File: config.mk
export PLATFORM = sky130hd
export DESIGN_NAME = gmii_traffic_pair_flat
export DESIGN_NICKNAME = d
export VERILOG_FILES = /design/src/rtl/gmii_pkg.sv /design/src/rtl/gmii_if.sv /design/src/rtl/gmii_checker.sv /design/src/rtl/gmii_generator.sv /design/src/rtl/gmii_lfsr.sv /design/src/rtl/gmii_traffic_pair.sv /design/src/flat_wrapper.sv
export SDC_FILE = /design/constraint.sdc
export NUM_CORES = 1
export LEC_CHECK = 0
export BUFFER_PORTS_ARGS = -buffer_cell sky130_fd_sc_hd__buf_2
export CAP_MARGIN = 20
export CORE_UTILIZATION = 51
export CTS_CLUSTER_DIAMETER = 50
export DETAILED_ROUTE_END_ITERATION = 7
export PLACE_DENSITY = 0.86
export SYNTH_ARGS = -nofsm -noshare
export SYNTH_HDL_FRONTEND = slang
export SYNTH_HIERARCHICAL = 1
export SYNTH_SLANG_ARGS = --single-unit
File: constraint.sdc
create_clock -name clk -period 7.51 [get_ports clk]
set_input_delay 0.751 -clock clk [delete_from_list [all_inputs] [get_ports clk]]
set_output_delay 0.751 -clock clk [all_outputs]
set_load 0.02 [all_outputs]
File: src/rtl/gmii_pkg.sv
`default_nettype none
// ==== gmii_pkg: control characters, framing state and word classifier (rev 1.0) ====
package gmii_pkg;
  localparam logic [7:0] IDLE_CHAR  = 8'h07;
  localparam logic [7:0] START_CHAR = 8'hFB;
  localparam logic [7:0] TERM_CHAR  = 8'hFD;
  localparam logic [7:0] ERROR_CHAR = 8'hFE;
  localparam int         MAX_LANES  = 32;

  typedef enum logic {FS_OUT = 1'b0, FS_IN = 1'b1} frame_state_t;
  typedef enum logic [2:0] {
    WK_IDLE = 3'd0, WK_START = 3'd1, WK_DATA = 3'd2, WK_TERM = 3'd3, WK_INVALID = 3'd4
  } word_kind_t;

  // A terminate word is recognised by its first control lane holding TERM with only idles above it.
  function automatic word_kind_t classify(input logic [MAX_LANES*8-1:0] data,
                                          input logic [MAX_LANES-1:0]   ctrl,
                                          input int                     lanes);
    logic       all_idle, all_data, is_start, seen_ctrl, term_ok, found_term;
    logic [7:0] b;
    word_kind_t kind;
    all_idle = 1'b1; all_data = 1'b1; is_start = 1'b1;
    seen_ctrl = 1'b0; term_ok = 1'b1; found_term = 1'b0;
    for (int i = 0; i < MAX_LANES; i++) begin
      if (i < lanes) begin
        b = data[i*8 +: 8];
        if (!ctrl[i] || b != IDLE_CHAR) all_idle = 1'b0;
        if (ctrl[i]) all_data = 1'b0;
        if (i == 0) begin
          if (!ctrl[i] || b != START_CHAR) is_start = 1'b0;
        end else if (ctrl[i]) begin
          is_start = 1'b0;
        end
        if (seen_ctrl) begin
          if (!ctrl[i] || b != IDLE_CHAR) term_ok = 1'b0;
        end else if (ctrl[i]) begin
          seen_ctrl  = 1'b1;
          found_term = (b == TERM_CHAR);
        end
      end
    end
    if (all_data)                   kind = WK_DATA;
    else if (all_idle)              kind = WK_IDLE;
    else if (is_start)              kind = WK_START;
    else if (found_term && term_ok) kind = WK_TERM;
    else                            kind = WK_INVALID;
    return kind;
  endfunction

  function automatic logic has_error_char(input logic [MAX_LANES*8-1:0] data,
                                          input logic [MAX_LANES-1:0]   ctrl,
                                          input int                     lanes);
    logic hit;
    hit = 1'b0;
    for (int i = 0; i < MAX_LANES; i++) begin
      if (i < lanes && ctrl[i] && data[i*8 +: 8] == ERROR_CHAR) hit = 1'b1;
    end
    return hit;
  endfunction
endpackage
`default_nettype wire

File: src/rtl/gmii_if.sv
`default_nettype none
// ==== gmii_if: one XGMII-style word stream (data lanes + per-lane control flags) (rev 1.0) ====
interface gmii_if #(parameter int DATA_WIDTH = 64) ();
  logic [DATA_WIDTH-1:0]   data;
  logic [DATA_WIDTH/8-1:0] ctrl;
  modport master (output data, output ctrl);
  modport slave  (input data, input ctrl);
endinterface
`default_nettype wire

File: src/rtl/gmii_checker.sv
`default_nettype none
// ==== gmii_checker: per-word framing monitor with saturating frame/error counters (rev 1.0) ====
module gmii_checker
  import gmii_pkg::*;
#(
  parameter int DATA_WIDTH = 64
) (
  input  wire logic                    clk,
  input  wire logic                    rst_n,
  input  wire logic                    start_monitoring,
  input  wire logic [DATA_WIDTH-1:0]   data_in,
  input  wire logic [DATA_WIDTH/8-1:0] ctrl_in,
  output logic                         in_frame,
  output logic                         error_pulse,
  output logic [31:0]                  frame_count,
  output logic [31:0]                  error_count
);
  localparam int LANES = DATA_WIDTH / 8;

  frame_state_t            r_state, w_state_nxt;
  logic [MAX_LANES*8-1:0]  w_data_ext;
  logic [MAX_LANES-1:0]    w_ctrl_ext;
  word_kind_t              w_kind;
  logic                    w_err, w_good, r_err;
  logic [31:0]             r_frame_count, r_error_count;

  always_comb begin
    w_data_ext                   = '0;
    w_ctrl_ext                   = '0;
    w_data_ext[DATA_WIDTH-1:0]   = data_in;
    w_ctrl_ext[LANES-1:0]        = ctrl_in;
    w_kind      = classify(w_data_ext, w_ctrl_ext, LANES);
    w_state_nxt = r_state;
    w_err       = 1'b0;
    w_good      = 1'b0;
    case (r_state)
      FS_OUT: begin
        if (w_kind == WK_START)     w_state_nxt = FS_IN;
        else if (w_kind != WK_IDLE) w_err       = 1'b1;
      end
      FS_IN: begin
        case (w_kind)
          WK_DATA:  w_state_nxt = FS_IN;
          WK_TERM:  begin w_good = 1'b1; w_state_nxt = FS_OUT; end
          WK_START: w_err = 1'b1;
          default:  begin w_err = 1'b1; w_state_nxt = FS_OUT; end
        endcase
      end
      default: w_state_nxt = FS_OUT;
    endcase
    if (has_error_char(w_data_ext, w_ctrl_ext, LANES)) w_err = 1'b1;
  end

  always_ff @(posedge clk or posedge rst_n) begin
    if (rst_n) begin
      r_state       <= FS_OUT;
      r_err         <= 1'b0;
      r_frame_count <= '0;
      r_error_count <= '0;
    end else begin
      r_state <= w_state_nxt;
      r_err   <= w_err;
      if (start_monitoring && w_good && r_frame_count != 32'hFFFF_FFFF)
        r_frame_count <= r_frame_count + 32'd1;
      if (start_monitoring && w_err && r_error_count != 32'hFFFF_FFFF)
        r_error_count <= r_error_count + 32'd1;
    end
  end

`ifdef GMII_CHECKER_REPORT
  always_ff @(posedge clk) begin
    if (!rst_n && w_err) $error("gmii_checker t=%0t data=%h ctrl=%h", $time, data_in, ctrl_in);
  end
`endif

  assign in_frame    = (r_state == FS_IN);
  assign error_pulse = r_err;
  assign frame_count = r_frame_count;
  assign error_count = r_error_count;
endmodule
`default_nettype wire

File: src/rtl/gmii_generator.sv
`default_nettype none
// ==== gmii_generator: pseudo-random idle/start/data/terminate word source (rev 1.0) ====
module gmii_generator
  import gmii_pkg::*;
#(
  parameter int          DATA_WIDTH            = 64,
  parameter int          DATA_CHAR_PROBABILITY = 80,
  parameter logic [15:0] SEED                  = 16'hACE1
) (
  input  wire logic                    clk,
  input  wire logic                    rst_n,
  output logic [DATA_WIDTH-1:0]        data_out,
  output logic [DATA_WIDTH/8-1:0]      ctrl_out
);
  localparam int LANES = DATA_WIDTH / 8;

  typedef enum logic [1:0] {GS_IDLE = 2'd0, GS_DATA = 2'd1, GS_GAP = 2'd2} gen_state_t;

  gen_state_t            r_state, w_state_nxt;
  logic [15:0]           w_lfsr;
  logic [DATA_WIDTH-1:0] r_data, w_data, w_payload;
  logic [LANES-1:0]      r_ctrl, w_ctrl;
  logic                  w_take_data;
  int                    w_k;

  gmii_lfsr #(.SEED(SEED)) u_lfsr (.clk(clk), .rst_n(rst_n), .o_lfsr(w_lfsr));

  always_comb begin
    w_payload = '0;
    // Even lanes carry the low LFSR byte, odd lanes the high byte.
    for (int i = 0; i < LANES; i++) begin
      w_payload[i*8 +: 8] = (i % 2 == 1) ? w_lfsr[15:8] : w_lfsr[7:0];
    end
    w_take_data = (int'(w_lfsr) % 100) < DATA_CHAR_PROBABILITY;
    w_k         = int'(w_lfsr[2:0]) % LANES;
    w_data      = {LANES{IDLE_CHAR}};
    w_ctrl      = '1;
    w_state_nxt = r_state;
    case (r_state)
      GS_IDLE: begin
        if (w_lfsr[0]) begin
          w_data      = w_payload;
          w_data[7:0] = START_CHAR;
          w_ctrl      = '0;
          w_ctrl[0]   = 1'b1;
          w_state_nxt = GS_DATA;
        end
      end
      GS_DATA: begin
        if (w_take_data) begin
          w_data = w_payload;
          w_ctrl = '0;
        end else begin
          for (int i = 0; i < LANES; i++) begin
            if (i < w_k) begin
              w_data[i*8 +: 8] = w_payload[i*8 +: 8];
              w_ctrl[i]        = 1'b0;
            end else if (i == w_k) begin
              w_data[i*8 +: 8] = TERM_CHAR;
            end
          end
          w_state_nxt = GS_GAP;
        end
      end
      GS_GAP:  w_state_nxt = GS_IDLE;
      default: w_state_nxt = GS_IDLE;
    endcase
  end

  always_ff @(posedge clk or posedge rst_n) begin
    if (rst_n) begin
      r_state <= GS_IDLE;
      r_data  <= {LANES{IDLE_CHAR}};
      r_ctrl  <= '1;
    end else begin
      r_state <= w_state_nxt;
      r_data  <= w_data;
      r_ctrl  <= w_ctrl;
    end
  end

  assign data_out = r_data;
  assign ctrl_out = r_ctrl;
endmodule
`default_nettype wire

File: src/rtl/gmii_lfsr.sv
`default_nettype none
// ==== gmii_lfsr: 16-bit Fibonacci LFSR, taps 16/14/13/11, advances every cycle (rev 1.0) ====
module gmii_lfsr #(
  parameter logic [15:0] SEED = 16'hACE1
) (
  input  wire logic        clk,
  input  wire logic        rst_n,
  output logic [15:0]      o_lfsr
);
  logic [15:0] r_lfsr;
  logic        w_fb;

  assign w_fb   = r_lfsr[15] ^ r_lfsr[13] ^ r_lfsr[12] ^ r_lfsr[10];
  assign o_lfsr = r_lfsr;

  always_ff @(posedge clk or posedge rst_n) begin
    if (rst_n) r_lfsr <= SEED;
    else       r_lfsr <= {r_lfsr[14:0], w_fb};
  end
endmodule
`default_nettype wire

File: src/rtl/gmii_traffic_pair.sv
`default_nettype none
// ==== gmii_traffic_pair: generator and checker; checker watches the generator or an external stream (rev 1.0) ====
module gmii_traffic_pair
  import gmii_pkg::*;
#(
  parameter int          DATA_WIDTH            = 64,
  parameter int          DATA_CHAR_PROBABILITY = 80,
  parameter logic [15:0] SEED                  = 16'hACE1
) (
  input  wire logic   clk,
  input  wire logic   rst_n,
  input  wire logic   i_start_monitoring,
  input  wire logic   i_loopback,
  gmii_if.slave       i_ext,
  gmii_if.master      o_gen,
  output logic        o_in_frame,
  output logic        o_error_pulse,
  output logic [31:0] o_frame_count,
  output logic [31:0] o_error_count
);
  logic [DATA_WIDTH-1:0]   w_gen_data, w_mon_data;
  logic [DATA_WIDTH/8-1:0] w_gen_ctrl, w_mon_ctrl;

  gmii_generator #(
    .DATA_WIDTH(DATA_WIDTH), .DATA_CHAR_PROBABILITY(DATA_CHAR_PROBABILITY), .SEED(SEED)
  ) u_gen (
    .clk(clk), .rst_n(rst_n), .data_out(w_gen_data), .ctrl_out(w_gen_ctrl)
  );

  assign o_gen.data = w_gen_data;
  assign o_gen.ctrl = w_gen_ctrl;
  assign w_mon_data = i_loopback ? w_gen_data : i_ext.data;
  assign w_mon_ctrl = i_loopback ? w_gen_ctrl : i_ext.ctrl;

  gmii_checker #(.DATA_WIDTH(DATA_WIDTH)) u_chk (
    .clk(clk), .rst_n(rst_n), .start_monitoring(i_start_monitoring),
    .data_in(w_mon_data), .ctrl_in(w_mon_ctrl),
    .in_frame(o_in_frame), .error_pulse(o_error_pulse),
    .frame_count(o_frame_count), .error_count(o_error_count)
  );
endmodule
`default_nettype wire

File: src/flat_wrapper.sv
// flat-port wrapper written by rule: the top's interface ports become plain ports
module gmii_traffic_pair_flat import gmii_pkg::*;
#(
  parameter int          DATA_WIDTH            = 64,
  parameter int          DATA_CHAR_PROBABILITY = 80,
  parameter logic [15:0] SEED                  = 16'hACE1
)
  (clk, rst_n, i_start_monitoring, i_loopback, o_in_frame, o_error_pulse, o_frame_count, o_error_count, i_ext_data, i_ext_ctrl, o_gen_data, o_gen_ctrl);
  gmii_if #(.DATA_WIDTH(DATA_WIDTH)) i_ext_i ();
  gmii_if #(.DATA_WIDTH(DATA_WIDTH)) o_gen_i ();
  input  wire logic clk;
  input  wire logic rst_n;
  input  wire logic i_start_monitoring;
  input  wire logic i_loopback;
  output logic o_in_frame;
  output logic o_error_pulse;
  output logic [31:0] o_frame_count;
  output logic [31:0] o_error_count;
  input wire logic [$bits(i_ext_i.data)-1:0] i_ext_data;
  input wire logic [$bits(i_ext_i.ctrl)-1:0] i_ext_ctrl;
  output wire logic [$bits(o_gen_i.data)-1:0] o_gen_data;
  output wire logic [$bits(o_gen_i.ctrl)-1:0] o_gen_ctrl;
  assign i_ext_i.data = i_ext_data;
  assign i_ext_i.ctrl = i_ext_ctrl;
  assign o_gen_data = o_gen_i.data;
  assign o_gen_ctrl = o_gen_i.ctrl;
  gmii_traffic_pair #(.DATA_WIDTH(DATA_WIDTH), .DATA_CHAR_PROBABILITY(DATA_CHAR_PROBABILITY), .SEED(SEED)) u_core (.clk(clk), .rst_n(rst_n), .i_start_monitoring(i_start_monitoring), .i_loopback(i_loopback), .i_ext(i_ext_i), .o_gen(o_gen_i), .o_in_frame(o_in_frame), .o_error_pulse(o_error_pulse), .o_frame_count(o_frame_count), .o_error_count(o_error_count));
endmodule
==> flow_metrics.py <==
metrics = {
    "worst_setup_path": {
        "required_ns": 7.86,
        "path_class": "reg -> reg",
        "slowest_delay_ns": 0.57,
        "critical_path_arrival_ns": 8.16,
        "cp-start-kind": "flip-flop",
        "cp_max_fo": 9,
        "critPathMostFrequentCell": "buf_4",
        "slowest_stage": "dfstp_2",
        "end_kind": "flip-flop",
    },
    "route": {
        "antenna_left": 0,
        "post_drt_wl_per_cell_um": 21.78,
        "drcViolationCount": 0,
        "dr.pass1.iters": 6,
        "vias": 10291,
        "initialDrtViolationCount": 895,
        "via_per_inst": 6.452,
        "wirelength_mm": 34.73,
    },
    "floorplan": {
        "floorplan.initialDensity": 0.5206,
        "die_area_mm2": 0.02130,
        "fp.dieW_um": 146.0,
        "rows": 52,
        "ios": 214,
        "coreArea_mm2": 0.02030,
        "die_h_um": 146.0,
    },
    "clock_tree": {
        "cts_sinks": 156,
        "cts_buffers": 17,
        "clock-root-buffer": "clkbuf_16",
        "clk_pin_slew_ns": 0.06,
        "cts_tree": "built",
        "clk_latency_ns": 0.42,
        "clockBufferDepth": 2,
        "h-tree-depth": 4,
        "ctsHoldBuffers": 0,
    },
    "yosys": {
        "synthCells": 1043,
        "async_reset_ff_frac": 1.000,
        "ys_types": 107,
        "synth_mux_area_frac": 0.1089,
        "synth_top_family_by_area": "simple AND/OR/NAND/NOR gates",
        "synth.top_cell.area_share": 0.2747,
        "synthSimpleGateAreaFrac": 0.2184,
        "synth-seq-area-share": 0.3741,
        "yosysTopAreaCell": "dfrtp_1",
        "synthesis.area_mm2": 0.01057,
        "syn_nets": 1122,
        "synthAdderAreaFrac": 0.008287,
        "synth-compound-area-share": 0.1693,
        "yosysWarnings": 6,
        "synth_xor_area_frac": 0.07115,
        "synth.avg_cell_area_um2": 10.13,
        "synth_edf_count": 0,
        "synth_area_leaders": "dfrtp_1, mux2_4, dfstp_2",
        "synth_seq_cells": 156,
        "ys.flop_type": "dfrtp_1",
        "synth.top_cells.by_count": "dfrtp_1, nand2_1, mux2_4, nor2_1, xnor2_1",
        "synth.most_common_cell": "dfrtp_1",
    },
    "finish": {
        "multi_input_area_mm2": 0.006670,
        "fillCellCount": 1457,
        "nets": 1390,
        "fin_util": 0.6680,
        "final_cells": 1595,
        "final_area_mm2": 0.01356,
        "syn_to_final_growth_pct": 28.29,
        "regArea_mm2": 0.003954,
        "drive_above_1_share": 0.4449,
    },
    "timing": {
        "max_freq_mhz": 128.0,
        "drv_slew": 0,
        "finalSetupViolCount": 66,
        "relSlewSlack": 0.1866,
        "fin_skew_ns": 0.009371,
        "fin_crit_ns": 7.812,
        "setup_ws_ns": -0.3016,
        "fin_tns_setup_ns": -10.13,
        "rsz0062_at_grt": "true",
        "period_share": 1.040,
        "finalHoldViolCount": 0,
        "worst_pin_slew_ns": 1.216,
        "hold_ws_ns": 0.4362,
    },
    "placed_design": {
        "dpl_worst_slack_ns": -0.1681,
        "hpwlAfterDp_mm": 24.02,
        "io_buffers": 213,
        "dp.cells": 1542,
        "gp_congestion": 0.9286,
        "dpl-instance-area_mm2": 0.01224,
    },
    "outcome": {
        "violations": "negative setup slack",
        "outcome": "complete, but fails checks",
    },
    "grt": {
        "grt_overflow": 0,
        "grt_pass1_wl_mm": 51.03,
        "grt_pass1_vias": 9718,
        "antenna_found_initial": 1,
        "track_usage": 0.3025,
        "grt_start_max_net_pins": 75,
    },
    "pwr": {
        "p_leak_nw": 6.348,
        "p_per_area_mw_per_mm2": 148.7,
        "ir_worst_vdd_uv": 127.6,
        "p_total_mw": 2.016,
    },
    "run": {
        "cap_violations": 0,
    },
    "min_path": {
        "min_path_type": "reg -> reg",
    },
}
## critical path, delay by kind of cell (launching register included)
kind,cells,cell delay [ns]
flip-flops,1,0.57
adder cells (fa/ha/maj),1,0.20
AND/OR/NAND/NOR,8,2.32
buffers and inverters,5,0.74
AO/OA/AOI/OAI,12,3.23
multiplexers,1,0.22
XOR/XNOR,3,0.43
## layout make-up
class | count | share of cell area
Antenna cell | 1 | 0.0001846
Clock buffer | 19 | 0.03267
Clock inverter | 13 | 0.01412
Inverter | 30 | 0.008305
Multi-Input combinational cell | 798 | 0.4919
Sequential cell | 156 | 0.2916
Tap cell | 270 | 0.02491
Timing Repair Buffer | 308 | 0.1363
## sequential cells by signal (all words and copies together) (netlist names)
name / count
u_core/u_gen/data_out: 64
u_core/u_chk/error_count: 32
u_core/u_chk/frame_count: 32
u_core/u_gen/u_lfsr/o_lfsr: 16
u_core/u_gen/ctrl_out: 8
u_core/u_gen/r_state: 2
u_core/u_chk/error_pulse: 1
u_core/u_chk/in_frame: 1
## cells in the final DEF, fill, tap and decap left out, types with 8 or more instances in the layout
| master | instances |
|---|---|
| buf_4 | 85 |
| a31oi_1 | 12 |
| o21a_1 | 14 |
| mux2_4 | 71 |
| xnor2_1 | 41 |
| and2_1 | 9 |
| nand4_1 | 39 |
| nand2_1 | 79 |
| nor2_1 | 60 |
| inv_1 | 23 |
| a211o_1 | 12 |
| nor4_1 | 12 |
| o211ai_1 | 8 |
| and4_1 | 13 |
| o21ai_0 | 16 |
| a21o_1 | 18 |
| nand2b_1 | 8 |
| dfrtp_1 | 116 |
| and3_1 | 18 |
| nor3_1 | 36 |
| dfstp_2 | 40 |
| a21oi_1 | 20 |
| nor4_2 | 10 |
| nand3_1 | 37 |
| xor2_1 | 33 |
| clkbuf_16 | 18 |
| buf_2 | 213 |
| o21ai_1 | 8 |
## power breakdown
group | switching (mW) | leakage, nW | total (mW) | internal [mW]
clock | 0.346 | 0.300 | 0.913 | 0.567
sequential | 0.0274 | 2.01 | 0.888 | 0.861
combinational | 0.124 | 4.04 | 0.215 | 0.0918
## per-layer routing
| metal | vias up | share of wire | track usage |
|---|---|---|---|
| met1 | 5001 | 0.36 | 0.3612 |
| li1 | 4439 | - | - |
| met2 | 669 | 0.50 | 0.5151 |
| met3 | 182 | 0.080 | 0.04734 |
| met5 | - | 0 | 0 |
| met4 | 0 | 0.059 | 0.1816 |
## what timing repair did
item / CTS / global route
gates resized for setup: 12 / 82
gates cloned: 0 / 2
pin swaps: 6 / 56
buffers inserted: 2 / 16
endpoints found under the setup margin: 48 / 73
## logic make-up after synthesis
family	after synthesis
fa+ha+maj	8
compound gates	223
mux	79
xor+xnor	85
simple gates	403
buf+inv	89
flops	156
## final timing paths
path,start,endpoint,slack (ns),cells after the start
max,u_core/u_gen/u_lfsr/o_lfsr[11],u_core/u_gen/data_out[9],-0.30,30
min,u_core/u_gen/u_lfsr/o_lfsr[11],u_core/u_gen/u_lfsr/o_lfsr[12],0.44,0
max reg2reg,u_core/u_gen/u_lfsr/o_lfsr[11],u_core/u_gen/data_out[9],-0.30,30
min reg2reg,u_core/u_gen/u_lfsr/o_lfsr[11],u_core/u_gen/u_lfsr/o_lfsr[12],0.44,0
max in group asynchronous,rst_n,u_core/u_gen/data_out[52],6.29,3
min in group asynchronous,rst_n,u_core/u_gen/u_lfsr/o_lfsr[12],0.51,2
(Power assumes the default switching activity.)
